### src/rtl/hsv_core_mem_dmem_rd_arbiter.sv
// hsv_core_mem_dmem_rd_arbiter
// Two-requester read arbiter in front of a shared AXI data-memory read port.
// The AR channel leaves through a single register stage. An in-order ID FIFO
// remembers which requester owns each outstanding read, and the shared R
// channel is routed back to the requester at the FIFO head.
// Optional build macro: HSV_CORE_DMEM_ARB_FIXED_PRIO_EN. When it is defined,
// port 0 always wins and there is no last-granted pointer. Without it,
// arbitration is round-robin.
module hsv_core_mem_dmem_rd_arbiter #(
   parameter int DEPTH = 4
) (
   input  logic                           clk_core,
   input  logic                           rst_core,
   input  logic [1:0]                     req_ar_valid,
   input  logic [1:0][31:0]               req_ar_addr,
   output logic [1:0]                     req_ar_ready,
   output logic [1:0]                     req_r_valid,
   output logic [31:0]                    req_r_data,
   output logic [1:0]                     req_r_resp,
   input  logic [1:0]                     req_r_ready,
   output logic                           dmem_ar_valid,
   output logic [31:0]                    dmem_ar_addr,
   input  logic                           dmem_ar_ready,
   input  logic                           dmem_r_valid,
   input  logic [31:0]                    dmem_r_data,
   input  logic [1:0]                     dmem_r_resp,
   output logic                           dmem_r_ready,
   output logic [$clog2(DEPTH+1)-1:0]     outstanding
);

   localparam int PTR_W = $clog2(DEPTH);
   localparam int CNT_W = $clog2(DEPTH+1);

   logic             winner;
   logic             stage_free;
   logic             grant_ok;
   logic             grant;
   logic             pop;
   logic             empty;
   logic             head;
   logic [PTR_W-1:0] wr_ptr;
   logic [PTR_W-1:0] rd_ptr;
   logic             fifo_id [DEPTH];

`ifdef HSV_CORE_DMEM_ARB_FIXED_PRIO_EN
   // Fixed priority: port 0 wins whenever it is valid.
   always_comb begin
      winner = ~req_ar_valid[0];
   end
`else
   logic last_grant;

   // Round-robin: on a tie the port not granted last wins; otherwise the only valid port wins.
   always_comb begin
      // NOTE: every combinational output gets a default first so that no path can infer a latch.
      winner = 1'b0;
      if (&req_ar_valid) winner = ~last_grant;
      else               winner = req_ar_valid[1];
   end

   // The last-granted pointer moves only when a grant is made. Its reset value of 1 lets port 0 win first.
   always_ff @(posedge clk_core or posedge rst_core) begin
      // NOTE: sequential state uses non-blocking assignments so all flops see pre-edge values.
      if (rst_core)   last_grant <= 1'b1;
      else if (grant) last_grant <= winner;
   end
`endif

   // The grant is qualified by a free stage and a non-full tracker. It uses the count before any same-cycle pop.
   always_comb begin
      stage_free   = ~dmem_ar_valid | dmem_ar_ready;
      grant_ok     = stage_free & (outstanding < CNT_W'(DEPTH));
      req_ar_ready = '0;
      if (grant_ok && (|req_ar_valid)) req_ar_ready[winner] = 1'b1;
      grant        = |req_ar_ready;
   end

   // AR register stage: load on grant, hold until the slave accepts, and clear after an accept with no refill.
   always_ff @(posedge clk_core or posedge rst_core) begin
      if (rst_core) begin
         dmem_ar_valid <= 1'b0;
         dmem_ar_addr  <= '0;
      end else if (grant) begin
         dmem_ar_valid <= 1'b1;
         dmem_ar_addr  <= req_ar_addr[winner];
      end else if (dmem_ar_ready) begin
         dmem_ar_valid <= 1'b0;
      end
   end

   // ID FIFO storage: a grant writes the winner's ID at the write pointer.
   always_ff @(posedge clk_core) begin
      // NOTE: the storage array has no reset. The pointers and the count alone decide which entries are valid.
      if (grant) fifo_id[wr_ptr] <= winner;
   end

   // FIFO pointers advance on a push or pop. They wrap naturally because DEPTH is a power of two.
   always_ff @(posedge clk_core or posedge rst_core) begin
      if (rst_core) begin
         wr_ptr <= '0;
         rd_ptr <= '0;
      end else begin
         if (grant) wr_ptr <= wr_ptr + PTR_W'(1);
         if (pop)   rd_ptr <= rd_ptr + PTR_W'(1);
      end
   end

   // The outstanding count doubles as the FIFO occupancy. A push and a pop in the same cycle cancel out.
   always_ff @(posedge clk_core or posedge rst_core) begin
      if (rst_core) begin
         outstanding <= '0;
      end else begin
         case ({grant, pop})
            2'b10:   outstanding <= outstanding + CNT_W'(1);
            2'b01:   outstanding <= outstanding - CNT_W'(1);
            default: outstanding <= outstanding;
         endcase
      end
   end

   // R routing: the beat goes to the FIFO-head owner. Stray beats with nothing outstanding are never accepted.
   always_comb begin
      empty        = (outstanding == '0);
      head         = fifo_id[rd_ptr];
      req_r_valid  = '0;
      if (!empty && dmem_r_valid) req_r_valid[head] = 1'b1;
      dmem_r_ready = ~empty & req_r_ready[head];
      pop          = dmem_r_valid & dmem_r_ready;
      req_r_data   = dmem_r_data;
      req_r_resp   = dmem_r_resp;
   end

endmodule
### config.mk
export PLATFORM = sky130hd
export DESIGN_NAME = hsv_core_mem_dmem_rd_arbiter
export DESIGN_NICKNAME = d
export VERILOG_FILES = /design/src/rtl/hsv_core_mem_dmem_rd_arbiter.sv
export SDC_FILE = /design/constraint.sdc
export NUM_CORES = 1
export LEC_CHECK = 0
export CAP_MARGIN = 20
export CORE_ASPECT_RATIO = 0.9
export CORE_UTILIZATION = 37
export DETAILED_ROUTE_END_ITERATION = 10
export GPL_ROUTABILITY_DRIVEN = 0
export PLACE_DENSITY_LB_ADDON = 0.12
export SLEW_MARGIN = 20
export SYNTH_ARGS = -nofsm -noshare
export SYNTH_HDL_FRONTEND = slang
export SYNTH_SLANG_ARGS = --single-unit
### constraint.sdc
create_clock -name clk_core -period 5.7 [get_ports clk_core]
set_input_delay 1.14 -clock clk_core [delete_from_list [all_inputs] [get_ports clk_core]]
set_output_delay 1.14 -clock clk_core [all_outputs]
set_load 0.03 [all_outputs]
==> summary.txt, run 1 <==
Clock network
  – CTS tree: done
  – # clock sinks: 45
  – H-tree Lvls: 2
  – CTS clk-pin slew, worst paths: 90 ps
  – Clock buffer depth: 2
  – Post-CTS Repair Setup Buffers: 0
  – Clock buffer count from CTS: 5
  – Hold Buf Count CTS: 0
  – Root buf cell: clkbuf_8
  – Clk_lat worst skew: 290 ps
  – Post-CTS resize count: 0

STA
  – Setup Skew: 6.920 ps
  – Max Slew Vio Count: 0
  – Maximum clock rate: 0.2295 GHz
  – RSZ-0062 raised after global routing: false
  – Actual slew at the worst max-slew pin: 511.1 ps
  – Final worst-path cycle share: 0.7645
  – Setup TNS: 0 ps
  – Final hold vios: 0
  – Fin crit period: 4358 ps
  – Setup ws final: 1342 ps
  – Final setup viols: 0
  – Relative slew slack: 0.6593

Synth
  – Mapped cell area: 2406 sq um
  – Post-Syn Nets: 318
  – Synth area leader: dfrtp_1
  – Average size of a mapped cell: 11.68 sq um
  – Synth Register Bits: 45
  – Register area share after synthesis: 0.4769
  – Largest cells by area after synthesis: dfrtp_1, a221o_1, buf_4, and2_1, edfxtp_1
  – Netlist cell types: 28
  – Yosys warns: 0
  – Cells after synthesis: 206
  – Post-synth top area share: 0.4160

Placement
  – HPWL after DPL: 4632 um
  – IO Port Bufs: 112
  – Place WS: 1314 ps

Critical path
  – Critical Path RT: 4560 ps
  – R2R Setup Slk: 3390 ps
  – R2R cell count: 10
  – Critical path launch point type: primary input
  – RR Endpoint: outstanding[2]
  – Crit. End Element: output port
  – Crit path cell chain: clkdlybuf4s50_1, a21boi_1, and2_4, clkdlybuf4s50_1
  – Crit path kind: in -> out
  – Critical path endpoint: req_ar_ready[1]
  – Largest stage delay on the critical path: 750 ps
  – Critical R2R Launch: rd_ptr[1]
  – CP startpoint: req_ar_valid[1]
  – Arr. time, crit path: 3220 ps
  – Worst-path fanout max: 34
  – Crit-path slowest cell: clkdlybuf4s50_1
  – Most used cell, CP: clkdlybuf4s50_1

Power
  – Pwr/cell area: 537.8 nW/um^2
  – Peak VDD IR: 0.0002214 V
  – Total power after layout: 1.863 mW
  – P_leak: 1.463 nW

Floorplan
  – DIE AREA: 6830 sq um
  – Core area: 6182 sq um
  – Row cnt: 27
  – Die Y: 78.50 um
  – Io pins: 181
  – Initial core utilization: 0.3892
  – Chip width: 87 um

Worst hold path
  – Min-Delay Startpoint: dmem_ar_addr[26]
  – Worst Hold Class: reg -> reg

Drt
  – ANT nets after route: 0
  – Initial drt markers: 105
  – DRC violations left: 0
  – Vias: 1,780
  – Vias per Instance: 4.798
  – Total detailed-routing wirelength: 6180 um
  – TritonRoute pass-1 iters: 4
  – Drt wl/cell: 16.66 um

Global route
  – Total track usage: 0.1856
  – Largest net degree at the start of global routing: 42
  – Initial antenna violation count: 0
  – Vias in the first global route: 1,786
  – First-pass GRT wire length: 9591 um
  – Total grt overflow: 0

Job
  – Number of max-cap violations: 0

Layout
  – N_diodes: 0
  – Net count, final: 395
  – Share of layout cells above drive strength 1: 0.06690
  – Synth-to-layout area growth: 43.94%
  – Area used by multi-input combinational logic: 897.1 sq um
  – FF/Latch Area: 1147 sq um
  – Fill cell count: 549

Outcome
  – Status: finished, final reports clean
[worst max-delay path: cells and delay by family]
kind | cells | cell delay, ps
AO/OA/AOI/OAI | 1 | 330
buffers and inverters | 2 | 1290
AND/OR/NAND/NOR | 1 | 450
[where the power goes]
part / switching (mW) / total, mW / internal [mW]
clock: 0.108 / 0.265 / 0.157
combinational: 0.537 / 1.01 / 0.477
sequential: 0.105 / 0.583 / 0.478
[logic make-up (layout without fill, tap and decap cells)]
| logic type | Yosys count | in the layout | share of synthesized area |
|---|---|---|---|
| AO/OA/AOI/OAI | 37 | 37 | 0.1467 |
| XOR/XNOR | 5 | 5 | 0.01820 |
| adder cells (fa/ha/maj) | 6 | 6 | 0.03432 |
| buffers and inverters | 55 | 133 | 0.1550 |
| flip-flops | 45 | 45 | 0.4769 |
| multiplexers | 8 | 8 | 0.03380 |
| AND/OR/NAND/NOR | 50 | 50 | 0.1352 |
[layout by cell type (no fill, tap or decap), types with 2 or more instances in the layout]
master / count
nor2_1: 8
clkbuf_8: 5
xor2_1: 3
buf_4: 3
edfxtp_1: 4
clkdlybuf4s50_1: 112
mux2i_1: 7
and2_1: 32
dfrtp_1: 40
nor2b_1: 2
ha_1: 5
nand2b_1: 2
inv_1: 9
a221o_1: 32
xnor2_1: 2
[stage by stage]
step	std cells	utilization	hold WS [ps]	instance area, sq um
global placement	363	0.5394	495.8	3334
detailed placement	363	0.5394	496.9	3334
global route	371	0.5602	531.4	3463
finish	371	0.5602	512.9	3463
CTS	371	0.5602	522.2	3463
floorplan	206	-	481.1	2406
[synthesized netlist by cell type, drive strengths merged]
master   n
nor3     1
a21o     1
nor3b    1
a21boi   1
edfxtp   4
inv     10
and2    33
xor2     3
xnor2    2
o31ai    1
nand2b   2
buf     45
nor4b    1
mux2     1
dfrtp   40
dfstp    1
mux2i    7
nor2     9
o21ai    2
a221o   32
nor2b    3
fa       1
ha       5
[sequential cells by signal, summed over array words and instances (netlist names)]
name,count
wr_ptr,2
rd_ptr,2
fifo_id,4
dmem_ar_addr,32
last_grant,1
dmem_ar_valid,1
outstanding,3
[how the worst min path moves through the flow]
stage / end / slack [ps] / depth (start not counted)
5_1_grt: dmem_ar_addr[26] / 530 / 1
2_1_floorplan: rd_ptr[0] / 480 / 1
3_3_place_gp: dmem_ar_addr[17] / 500 / 1
3_5_place_dp: dmem_ar_addr[29] / 500 / 1
4_1_cts: dmem_ar_addr[26] / 520 / 1
6_report: dmem_ar_addr[26] / 510 / 1
[metal layers]
metal	GRT usage	wire [um]	share of wire
met1	0.2234	2474	0.40
met2	0.2937	2879	0.47
met3	0.07992	688	0.11
met4	0.06667	138	0.022
met5	0	0	0
[cell type report]
class,count,area share
Sequential cell,45,0.3313
Timing Repair Buffer,115,0.3302
Multi-Input combinational cell,106,0.2590
Tap cell,87,0.03143
Clock buffer,6,0.02710
Inverter,10,0.01084
Clock inverter,2,0.01012
Power figures use the tool's default switching activity.
==> run 2, diff against run 1 <==
--- a/config.mk
+++ b/config.mk
@@ -7,7 +7,7 @@
 export LEC_CHECK = 0
 export CAP_MARGIN = 20
 export CORE_ASPECT_RATIO = 0.9
-export CORE_UTILIZATION = 37
+export CORE_UTILIZATION = 34
 export DETAILED_ROUTE_END_ITERATION = 10
 export GPL_ROUTABILITY_DRIVEN = 0
 export PLACE_DENSITY_LB_ADDON = 0.12
==> constraint.sdc (replaced) <==
create_clock -name clk_core -period 4.4 [get_ports clk_core]
set_input_delay 0.88 -clock clk_core [delete_from_list [all_inputs] [get_ports clk_core]]
set_output_delay 0.88 -clock clk_core [all_outputs]
set_load 0.03 [all_outputs]
==> run 2 against run 1 <==
  * Power increased by 30%
  * Sequential share of layout area decreased by 0.11 points
  * Critical path type unchanged
  * Flip-flop and latch count unchanged
  * First-iteration DRC count decreased by 18%
==> summary.txt, run 2 (synthesis results as in run 1) <==
Floorplan
  – Io pins: 181 (unchanged)
  – Initial core utilization: 0.3596 (-0.02962)
  – DIE AREA: 7418 sq um (+8.6%)
  – Die Y: 81.81 um (+4.2%)
  – Row cnt: 28 (+3.7%)
  – Core area: 6691 sq um (+8.2%)
  – Chip width: 90.68 um (+4.2%)

Power
  – Pwr/cell area: 696.8 nW/um^2 (+30%)
  – Peak VDD IR: 0.0002833 V (+28%)
  – P_leak: 1.468 nW (+0.36%)

Placement
  – IO Port Bufs: 112 (unchanged)
  – HPWL after DPL: 4115 um (-11%)
  – Dpl cell area: 3346 sq um (+0.34%)

Clock network
  – H-tree Lvls: 2 (unchanged)
  – CTS clk-pin slew, worst paths: 90 ps (about the same)
  – # clock sinks: 45 (unchanged)
  – Clock buffer depth: 2 (unchanged)
  – Clk_lat worst skew: 290 ps (about the same)
  – Clock buffer count from CTS: 5 (unchanged)
  – Post-CTS resize count: 0 (unchanged)
  – CTS tree: done
  – Root buf cell: clkbuf_8
  – Hold Buf Count CTS: 0 (unchanged)
  – Post-CTS Repair Setup Buffers: 0 (unchanged)

Layout
  – Net count, final: 396 (+0.25%)
  – Commonest non-fill, non-tap cell in the layout: clkdlybuf4s50_1
  – Synth-to-layout area growth: 44.41%
  – Most frequent cells in the layout: clkdlybuf4s50_1, dfrtp_1, and2_1, a221o_1, inv_1
  – Finished Cell Area: 3475 sq um (+0.33%)
  – Max reg flops: 32 (unchanged)
  – FF/Latch Area: 1147 sq um (unchanged)
  – N_diodes: 0 (unchanged)
  – Share of layout cells above drive strength 1: 0.07018 (+0.003274)
  – Fill cell count: 614 (+12%)
  – Biggest register: dmem_ar_addr
  – Top flop regs: dmem_ar_addr (32), fifo_id (4), outstanding (3)
  – Area used by multi-input combinational logic: 897.1 sq um (unchanged)

STA
  – Max Slew Vio Count: 0 (unchanged)
  – Final worst-path cycle share: 0.8113
  – Setup TNS: 0 ps (unchanged)
  – Relative slew slack: 0.6479 (-0.01135)
  – Setup Skew: 4.714 ps (-2.206 ps)
  – Fin crit period: 3570 ps
  – Final setup viols: 0 (unchanged)
  – Final hold vios: 0 (unchanged)
  – RSZ-0062 raised after global routing: false
  – Actual slew at the worst max-slew pin: 528.1 ps (+17.02 ps)
  – Maximum clock rate: 0.2801 GHz
  – Hold slack final: 516.4 ps (+3.479 ps)

Global route
  – First-pass GRT wire length: 9170 um (-4.4%)
  – Largest net degree at the start of global routing: 42 (unchanged)
  – Total track usage: 0.1619 (-0.02364)
  – Total grt overflow: 0 (unchanged)
  – Vias in the first global route: 1,810 (+1.3%)
  – Initial antenna violation count: 0 (unchanged)

Drt
  – Top Metal Used: met4
  – Met3 WL: 562 um (-18%)
  – Drt wl/cell: 15.80 um (-5.1%)
  – DR WL met2: 2796 um (-2.9%)
  – ANT nets after route: 0 (unchanged)
  – Vias per Instance: 4.720 (-1.6%)
  – Initial drt markers: 86 (-18%)
  – Vias: 1,770 (-0.56%)
  – TritonRoute pass-1 iters: 4 (unchanged)
  – Total detailed-routing wirelength: 5925 um (-4.1%)
  – Met1 WL: 2440 um (-1.4%)
  – DRC violations left: 0 (unchanged)

Critical path
  – Worst-path fanout max: 5 (-85%)
  – R2R Setup Slk: 2080 ps (-1310 ps)
  – Arr. time, crit path: 2690 ps (-530 ps)
  – Crit. End Element: output port
  – Crit path kind: in -> out
  – Critical Path RT: 3520 ps (-1040 ps)
  – Critical path launch point type: primary input

Outcome
  – Status: finished, final reports clean

Job
  – Number of max-cap violations: 0 (unchanged)

Worst hold path
  – Worst Hold Class: reg -> reg
## run 2: cell count changes in the layout (fill, tap and decap cells not counted)
cell	previous run	this run
buf_4	3	4
## run 2: per-layer routing
layer,vias up,global-route usage
met1,823,0.1964
met4,0,0.05968
li1,842,-
met5,-,0
met3,16,0.06667
met2,89,0.2606
## run 2: final timing paths
check                           cells after the start              from                to
worst min-delay path                                1  dmem_ar_addr[26]  dmem_ar_addr[26]
max in group asynchronous                           3          rst_core        last_grant
worst min register to register                      1  dmem_ar_addr[26]  dmem_ar_addr[26]
min in group asynchronous                           3          rst_core  dmem_ar_addr[20]
worst max register to register                     10         rd_ptr[1]    outstanding[2]
worst max-delay path                                4   req_ar_valid[1]   req_ar_ready[1]
## run 2: area by class of cell
class,instances,area share
clock inverter,2,0.01008
tap,90,0.03241
multi-input combinational,106,0.2582
timing repair buffer,116,0.3313
inverter,10,0.01080
sequential,45,0.3302
clock buffer,6,0.02701
## run 2: worst max-delay path, cell delays in order
cell,delay (ps)
clkdlybuf4s50_1,540
a21boi_1,350
and2_4,210
clkdlybuf4s50_1,710
## run 2: power breakdown
part           total, mW  switching, mW  internal (mW)
logic               1.33          0.707          0.623
clock network      0.346          0.143          0.203
registers          0.744          0.126          0.618
## run 2: per-stage QoR
stage	utilization	instances	total power, mW	worst slack, ps
floorplan	-	206	1.629	1853
global placement	0.5000	367	2.092	862.2
detailed placement	0.5000	367	2.096	825.6
CTS	0.5193	375	2.456	827.9
global route	0.5193	375	2.582	730.5
finish	0.5193	375	2.421	830.1
